[src/rtl/trace_arbiter.sv]
// Round-robin arbiter that funnels NUM_SOURCES trace streams into one trace
// buffer write port, with credit tracking of buffer occupancy and drain/flush.

package ryuki_datatypes;
  typedef struct packed {
    logic [31:0] pc;
    logic [31:0] instr;
  } trace_output;
endpackage

module trace_arbiter_lane #(
  parameter int PW  = 2,
  parameter int IDX = 0
) (
  input  logic          valid,
  input  logic [PW-1:0] rr_ptr,
  output logic          req_hi
);
  localparam logic [PW-1:0] IDX_V = PW'(IDX);

  // Request at or after the round-robin pointer gets first pick.
  assign req_hi = valid && (IDX_V >= rr_ptr);
endmodule

module trace_arbiter
  import ryuki_datatypes::*;
#(
  parameter int NUM_SOURCES  = 4,
  parameter int BUFFER_WIDTH = 8
) (
  input  logic                            clk,
  input  logic                            rst,
  input  logic                            enable,
  input  logic                            flush_req,
  input  logic [NUM_SOURCES-1:0]          src_valid,
  input  trace_output [NUM_SOURCES-1:0]   src_data,
  output logic [NUM_SOURCES-1:0]          src_ready,
  output logic                            buf_write,
  output trace_output                     buf_data,
  input  logic                            buf_read_done,
  output logic [$clog2(BUFFER_WIDTH):0]   occupancy,
  output logic                            flush_done,
  output logic                            underflow_err
);
  localparam int PW = (NUM_SOURCES > 1) ? $clog2(NUM_SOURCES) : 1;
  localparam int OW = $clog2(BUFFER_WIDTH) + 1;

  typedef enum logic [1:0] {IDLE, RUN, DRAIN} state_t;

  state_t                 state;
  logic [PW-1:0]          rr_ptr;
  logic [NUM_SOURCES-1:0] req_hi;
  logic [NUM_SOURCES-1:0] grant;
  logic [PW-1:0]          grant_idx;
  logic                   found;
  logic                   can_grant;
  logic                   acc;
  logic                   rd_eff;

  genvar g;
  for (g = 0; g < NUM_SOURCES; g++) begin : g_lane
    trace_arbiter_lane #(.PW(PW), .IDX(g)) u_lane (
      .valid  (src_valid[g]),
      .rr_ptr (rr_ptr),
      .req_hi (req_hi[g])
    );
  end

  // A same-cycle read release frees a slot, so a full buffer can still grant.
  assign can_grant = (state == RUN) && enable && !flush_req &&
                     ((occupancy < OW'(BUFFER_WIDTH)) || buf_read_done);

  always_comb begin
    grant     = '0;
    grant_idx = '0;
    found     = 1'b0;
    for (int i = 0; i < NUM_SOURCES; i++) begin
      if (!found && req_hi[i]) begin
        grant[i]  = 1'b1;
        grant_idx = PW'(i);
        found     = 1'b1;
      end
    end
    for (int i = 0; i < NUM_SOURCES; i++) begin
      if (!found && src_valid[i]) begin
        grant[i]  = 1'b1;
        grant_idx = PW'(i);
        found     = 1'b1;
      end
    end
    if (!can_grant) grant = '0;
  end

  assign src_ready = grant;
  assign acc       = |grant;
  assign rd_eff    = buf_read_done && (occupancy != '0);

  always_ff @(posedge clk or posedge rst) begin
    if (rst) begin
      state         <= IDLE;
      rr_ptr        <= '0;
      occupancy     <= '0;
      buf_write     <= 1'b0;
      buf_data      <= '0;
      flush_done    <= 1'b0;
      underflow_err <= 1'b0;
    end else begin
      flush_done <= 1'b0;
      buf_write  <= acc;
      if (acc) begin
        buf_data <= src_data[grant_idx];
        rr_ptr   <= (grant_idx == PW'(NUM_SOURCES - 1)) ? '0 : grant_idx + PW'(1);
      end

      case ({acc, rd_eff})
        2'b10:   occupancy <= occupancy + OW'(1);
        2'b01:   occupancy <= occupancy - OW'(1);
        default: occupancy <= occupancy;
      endcase

      if (buf_read_done && (occupancy == '0)) underflow_err <= 1'b1;

      case (state)
        IDLE:    if (flush_req) state <= DRAIN;
                 else if (enable) state <= RUN;
        RUN:     if (flush_req) state <= DRAIN;
                 else if (!enable) state <= IDLE;
        DRAIN:   if (occupancy == '0) begin
                   state      <= IDLE;
                   flush_done <= 1'b1;
                 end
        default: state <= IDLE;
      endcase
    end
  end
endmodule

[config.mk]
export PLATFORM = sky130hd
export DESIGN_NAME = trace_arbiter
export DESIGN_NICKNAME = d
export VERILOG_FILES = /design/src/rtl/trace_arbiter.sv
export SDC_FILE = /design/constraint.sdc
export NUM_CORES = 1
export LEC_CHECK = 0
export ABC_AREA = 1
export BUFFER_PORTS_ARGS = -buffer_cell sky130_fd_sc_hd__clkbuf_2
export CAP_MARGIN = 20
export CORE_AREA = 2 2 132 134
export CTS_BUF_LIST = sky130_fd_sc_hd__clkbuf_2
export DETAILED_ROUTE_END_ITERATION = 6
export DIE_AREA = 0 0 134 136
export GPL_TIMING_DRIVEN = 0
export HOLD_SLACK_MARGIN = 0.15
export PLACE_DENSITY = 0.67
export SYNTH_ARGS = -nofsm -noshare
export SYNTH_HDL_FRONTEND = slang
export SYNTH_SLANG_ARGS = --single-unit
[constraint.sdc]
create_clock -name clk -period 2.4 [get_ports clk]
set_input_delay 0.36 -clock clk [delete_from_list [all_inputs] [get_ports clk]]
set_output_delay 0.36 -clock clk [all_outputs]
set_load 0.05 [all_outputs]
# Word-level counts from Yosys, hierarchy flattened
# Index checks and enable logic that the tools add are counted.
dict set report totals {
  register_bits 75
  latchBits 0
  mem_bits_rw 0
  rom_bits 0
  input_bits 265
  out_inout_bits 75
  elab_cells 90
  memories 0
}
dict set report classes {
  add_sub_neg 3
  mul 0
  div_mod_pow 0
  order_cmp 6
  eq_ne 8
  shifts 0
  muxes 34
  bitwise_logic 0
  n_reduce_logical 31
}
# op n
set ops {}
lappend ops {{64-bit binary-select mux with 2-bit select} 1}
lappend ops {{64-bit 2-to-1 mux} 1}
lappend ops {{2-bit 2-to-1 mux} 12}
lappend ops {{1-bit 2-to-1 mux} 17}
lappend ops {{1-bit logical AND} 16}
lappend ops {{1-bit zero test} 8}
lappend ops {{4-bit case mux with 2 select lines} 1}
lappend ops {{2-bit equality test (second input constant)} 3}
lappend ops {{3-bit inequality test (second input constant)} 2}
lappend ops {{2-bit case mux with 3 select lines} 1}
lappend ops {{4-bit by 1-bit adder with 4-bit output (second input constant)} 1}
lappend ops {{2-bit by 1-bit equality test with 1-bit output (second input constant)} 2}
lappend ops {{1-bit by 2-bit >= comparator with 1-bit output (first input constant)} 2}
lappend ops {{2-bit >= comparator (first input constant)} 2}
lappend ops {{4-bit zero test} 1}
lappend ops {{4-bit < comparator (second input constant)} 1}
lappend ops {{4-bit 2-to-1 mux} 1}
lappend ops {{4-bit nonzero test} 1}
lappend ops {{4-bit OR reduction} 1}
lappend ops {{4-bit by 1-bit subtractor with 4-bit output (second input constant)} 1}
lappend ops {{2-bit by 3-bit < comparator with 1-bit output (second input constant)} 1}
lappend ops {{3-bit AND reduction} 1}
lappend ops {{2-bit by 1-bit adder with 2-bit output (second input constant)} 1}
lappend ops {{2-bit zero test} 1}
lappend ops {{3 further kinds} 3}

# Depth between registers and ports, before layout
dict set report logic_depth {
  word_depth 28
  depth_mapped 19
  depth_no_buf 18
}

# Cells and area by module
# Synthesis repeated with hierarchy kept, for this count alone.
dict set report unflattened {
  cells_unflattened 1128
  area_unflattened_um2 6384.9
}
# mod n_inst cells_per_inst area_each_um2 seq_area_each_um2
set by_module_without_submodules {}
lappend by_module_without_submodules {trace_arbiter 1 1120 6341.1 1876.8}
lappend by_module_without_submodules {{trace_arbiter_lane at g_lane[0].u_lane} 1 3 13.8 0.0}
lappend by_module_without_submodules {{trace_arbiter_lane at g_lane[2].u_lane} 1 2 12.5 0.0}
lappend by_module_without_submodules {{trace_arbiter_lane at g_lane[1].u_lane} 1 2 10.0 0.0}
lappend by_module_without_submodules {{trace_arbiter_lane at g_lane[3].u_lane} 1 1 7.5 0.0}

# Least setup slack after synthesis
# OpenSTA, ideal clock, no wires.
dict set report synth_timing {
  path_kind {register to register}
  startpoint {reg occupancy[3]}
  endpoint {reg occupancy[3]}
  setup_time_ns 0.131
  t_arrival_ns 2.992
  required_ns 2.269
  setup_slack_ns -0.723
  path_stages_with_launch 14
  n_path_buf 1
  period_less_slack_ns 3.123
  path_cell_list {dfrtp_1 > a21oi_1 > a21boi_2 > nor2_2 > nand2_2 > buf_2 > inv_1 > ha_1 > ha_1 > a21oi_1 > nand2_1 > a21oi_1 > o21ai_0 > xor2_1}
}
dict set report synth_via {
  elab_chain_len 7
  word_cells_on_any_way 13
  classes_between {2 x add/sub; 1 x order compare; 2 x eq/ne; 2 x mux; 6 x reduce/logical}
}
# item line
set synth_lines {}
lappend synth_lines {{start: declaration} 41} ;# output logic [$clog2(BUFFER_WIDTH):0] occupancy,
lappend synth_lines {{start signal: assignment} 116} ;# 2'b10: occupancy <= occupancy + OW'(1);
lappend synth_lines {{start signal: assignment} 117} ;# 2'b01: occupancy <= occupancy - OW'(1);
lappend synth_lines {{start signal: assignment} 118} ;# default: occupancy <= occupancy;
lappend synth_lines {{4-bit < comparator (*)} 71} ;# ((occupancy < OW'(BUFFER_WIDTH)) || buf_read_done);
lappend synth_lines {{1-bit logical OR (*)} 71}
lappend synth_lines {{1-bit logical AND (*)} 70} ;# assign can_grant = (state == RUN) && enable && !flush_req &&
lappend synth_lines {{4-bit 2-to-1 mux (*)} 91} ;# if (!can_grant) grant = '0;
lappend synth_lines {{net src_ready[1]} 37} ;# output logic [NUM_SOURCES-1:0] src_ready,
lappend synth_lines {{4-bit OR reduction (*)} 95} ;# assign acc = |grant;
lappend synth_lines {{net acc} 57} ;# logic acc;
lappend synth_lines {{2-bit by 1-bit equality test with 1-bit output or 2-bit equality test (tied branches)} 115} ;# case ({acc, rd_eff})
lappend synth_lines {{4-bit case mux with 2 select lines or 2-bit nonzero test (tied branches)} n/a}
# The timed path passes the listed nets; every way through them passes the cells marked *.
# A chain may end at the register's enable or synchronous reset.

# Worst setup path in the final report
dict set report layout_timing {
  startpoint {reg rr_ptr[0]}
  endpoint {reg occupancy[3]}
}
dict set report layout_via {
  elab_chain_len 28
  word_cells_on_any_way 42
  classes_between {4 x order compare; 2 x eq/ne; 16 x mux; 20 x reduce/logical}
}
# item line
set layout_lines {}
lappend layout_lines {{start: declaration} 51} ;# logic [PW-1:0] rr_ptr;
lappend layout_lines {{start signal: assignment} 112} ;# rr_ptr <= (grant_idx == PW'(NUM_SOURCES - 1)) ? '0 : grant_idx + PW'(1);
lappend layout_lines {{1-bit by 2-bit >= comparator with 1-bit output} 22} ;# assign req_hi = valid && (IDX_V >= rr_ptr);
lappend layout_lines {{1-bit logical AND} 22}
lappend layout_lines {{1-bit 2-to-1 mux} 78} ;# if (!found && req_hi[i]) begin
lappend layout_lines {{1-bit zero test} 78}
lappend layout_lines {{1-bit logical AND} 78}
lappend layout_lines {{1-bit 2-to-1 mux} 78}
lappend layout_lines {{1-bit zero test} 78}
lappend layout_lines {{1-bit logical AND} 78}
lappend layout_lines {{(+13 left out)} n/a}
lappend layout_lines {{1-bit zero test} 85} ;# if (!found && src_valid[i]) begin
lappend layout_lines {{1-bit logical AND} 85}
lappend layout_lines {{1-bit 2-to-1 mux} 85}
lappend layout_lines {{4-bit 2-to-1 mux (*)} 91}
lappend layout_lines {{4-bit OR reduction (*)} 95}
lappend layout_lines {{net acc} 57}
lappend layout_lines {{2-bit by 1-bit equality test with 1-bit output or 2-bit equality test (tied branches)} 115}
lappend layout_lines {{4-bit case mux with 2 select lines or 2-bit nonzero test (tied branches)} n/a}
# Marks and branches as above.

==> metrics.txt <==
clock tree buffer depth=2; wire length of the first global-routing pass=41.3 mm; worst min-delay path startpoint=src_data[133]; worst-case setup margin in the final layout=-0.142 ns; synthesized-area fraction occupied by xor and xnor cells=0.426%; fraction of layout cells with a size suffix above 1=a little under a third; clock insertion delay at the later pin of the skew report=0.56 ns; Post-Syn Area=0.00617 mm2; synthesized instance count=between 1000 and 1500; number of violations reported at the end of detailed-routing iteration 0=569; Final ANT Viol Nets=0; timing-limited maximum frequency=393 MHz; via count of the first global-routing pass=8297; RSZ-0062 raised after global routing=yes; total leakage power=between 6 and 7 nW; number of distinct library cell variants in the gate-level netlist after synthesis=26; Startpoint Class=register; path type of the worst min-delay path=in2reg; Clock H-tree levels=3; busiest metal layer after global routing=met2; Root Driver=clkbuf_2; num rows=48; leading post-synthesis cells by instance count=nand2_1, nand3_1, inv_1; area of the core region=approximately 0.017 mm2; post-synthesis mux area share=0%; remaining max-slew budget at the tightest pin=65.9%; final global-route overflow total=0; most used flip-flop cell after synthesis=dfrtp_1; library cell occupying the most area in the post-synthesis netlist=dfrtp_1; met1 Resource Use GR=between 30% and 40%; IO buf count=339; adder-cell share of the synthesized area=less than 1%; post-detailed-routing wire length=~27 mm; total of max-cap violations=0; required arrival time at the worst endpoint=approximately 2.9 ns; largest net degree at the start of global routing=51; RR Startpoint=rr_ptr[0]; critical path class=reg2reg; final setup skew=0.0338 ns; time the worst path needs with I/O delays and setup=about 2.5 ns; clock transition time at the flip-flop clock pins of the worst setup and hold paths=~0.24 ns; area share of the largest cell type after synthesis=30.4%; effective utilization at floorplan=36.6%; weighted congestion at the end of routability-driven global placement=between 0.9 and 1; width of the chip=between 100 and 150 um; Via density=4.77; synthesized-area fraction occupied by and/or/nand/nor cells=51.1%; die boundary height=136 um; number of detailed-route iterations in the first pass=7; power density relative to cell area=about 860 mW/mm2; count of synthesis-stage warnings from yosys=0; total track usage=28.7%; Layout Nets=1834; die outline area=approximately 0.018 mm2; worst vdd ir=just over 0.8 mV; Least-Margin Pin Slew=slightly above 0.5 ns; leading post-synthesis cells by cell area=dfrtp_1, nand2_1, nand3_1; count of final max-slew check failures=0; DRC violation count after routing=0; fraction of the yosys area taken by sequential cells=just over 30%; Cells after DPL=1632; critical path peak fanout=4; detailed placement HPWL=19.0 mm; violated checks=setup timing; flop-to-flop setup slack=-0.14 ns; most repeated cell in the gate-level netlist after synthesis=nand2_1; number of hold violations in the final report=0; number of antenna violations at the first check in global routing=2; number of synthesized register bits=75; Avg Inst Size Synth=approximately 5.8 um2; synthesis-to-layout area growth=63.0%; worst min-delay path endpoint=buf_data[5]; global-route track usage on met3=6.11%; Setup Total Neg Slack=-0.373 ns; dominant combinational cell family by area after synthesis=simple AND/OR/NAND/NOR gates; via count=about 8600; Crit. End Element=register; async set-reset flop share out of synthesis=between 90% and 100%; met2 routing resource usage after global routing=approximately 50%; depth of the worst register-to-register path=18; number of clock sinks seen by CTS=75; final instance count without filler cells=between 1500 and 2000; CTS Buf Count=9; Net Count, Synth=approximately 1300; terminus of the critical flop-to-flop path=occupancy[3]; CTS tree=built; I/O pin count=340; per-cell routed wire length=15.0 um; outcome=complete, but fails checks; Hold Path Stages=7; Final period util=106%; final cell utilization of the core=between 50% and 60%; data arrival time of the critical path=3.02 ns; Final setup violation count=5; number of synthesized flops with an enable pin=0; synthesized-area fraction occupied by ao, oa, aoi and oai cells=under 10%
==> flip-flops by register name, indices dropped and copies added (netlist names) <==
| register | count |
|---|---|
| buf_data | 64 |
| buf_write | 1 |
| flush_done | 1 |
| occupancy | 4 |
| rr_ptr | 2 |
| state | 2 |
| underflow_err | 1 |
==> report_power, final <==
| group | switching [mW] | total, mW | internal (mW) |
|---|---|---|---|
| logic | 3.96 | 5.86 | 1.90 |
| clock network | 0.475 | 0.912 | 0.437 |
| registers | 0.262 | 1.89 | 1.63 |
| total | 4.69 | 8.66 | 3.97 |
==> per-layer routing <==
metal	wire length (um)	share of wire, %	up-vias
met3	1900	7.1	67
met4	931	3.5	2
li1	-	-	4280
met5	12	0.045	-
met1	10900	41	3862
met2	13100	49	352
==> cells in the final DEF, fill, tap and decap left out, drive strengths merged, types with 4 or more instances in the layout <==
master	synthesis	final
o21ai	5	5
clkbuf	9	361
inv	151	151
buf	67	89
a21oi	4	4
dfrtp	75	75
dlygate4sd3	0	122
nand3	261	261
nand2	475	475
nor2	5	5
clkinv	0	4
==> cells by family (layout without fill, tap and decap cells) <==
group           count (synthesis)  in the layout
flops                          75             75
fa+ha+maj                       4              4
simple gates                  746            746
compound gates                 12             12
other cells                     0              1
buf+inv                       227            730
xor+xnor                        3              3
==> final cells by class <==
type                            count  area [um2]
Multi-Input combinational cell    765        3410
Tap cell                          225         282
Sequential cell                    75        1880
Clock inverter                      7         106
Timing Repair Buffer              488        3250
Clock buffer                        9        45.0
Antenna cell                        1        2.50
Buffer                             75         502
Fill cell                        1626        6820
Inverter                          151         577
==> through the flow <==
step / worst slack [ns] / instance area [um2] / hold WS (ns) / power, mW
2_1_floorplan: -0.221 / 6240 / 0.430 / 5.88
3_3_place_gp: -1.20 / 8210 / 0.441 / 7.37
3_5_place_dp: -0.331 / 8240 / 0.362 / 7.42
4_1_cts: -0.122 / 9830 / 0.151 / 8.60
5_1_grt: -0.320 / 10100 / 0.160 / 9.35
6_report: -0.142 / 10100 / 0.192 / 8.66
==> timing repair <==
item | CTS | global route
gates cloned | 0 | 3
resized for setup | 25 | 40
pin swaps | 20 | 17
hold buffers | 122 | 0
hold endpoints to repair | 129 | 0
buffers inserted | 17 | 7
endpoints found under the setup margin | 5 | 69
==> worst max-delay path: stages (launching register included) <==
cell      delay [ns]
dfrtp_1         0.46
nor2_1          0.06
nand2_1         0.10
nand2_2         0.09
nor2_4          0.12
buf_6           0.12
nand3_4         0.09
a21boi_4        0.20
nor2_4          0.06
nand2_2         0.07
buf_6           0.11
inv_4           0.03
ha_4            0.17
ha_4            0.23
a21oi_2         0.14
nand2_2         0.08
a21oi_2         0.12
o21ai_1         0.08
xor2_1          0.14
==> worst max-delay path by stage <==
stage                     slack (ns)      endpoint          from  cells past startpoint
final                          -0.14  occupancy[3]     rr_ptr[0]                     18
after floorplan                -0.22  occupancy[3]     rr_ptr[1]                     17
after CTS                      -0.12  occupancy[3]     rr_ptr[0]                     20
after detailed placement       -0.33  occupancy[3]  src_valid[0]                     17
after global routing           -0.32  occupancy[3]     rr_ptr[0]                     18
after global placement         -1.20  occupancy[3]           rst                      2
Power figures use the tool's default switching activity.
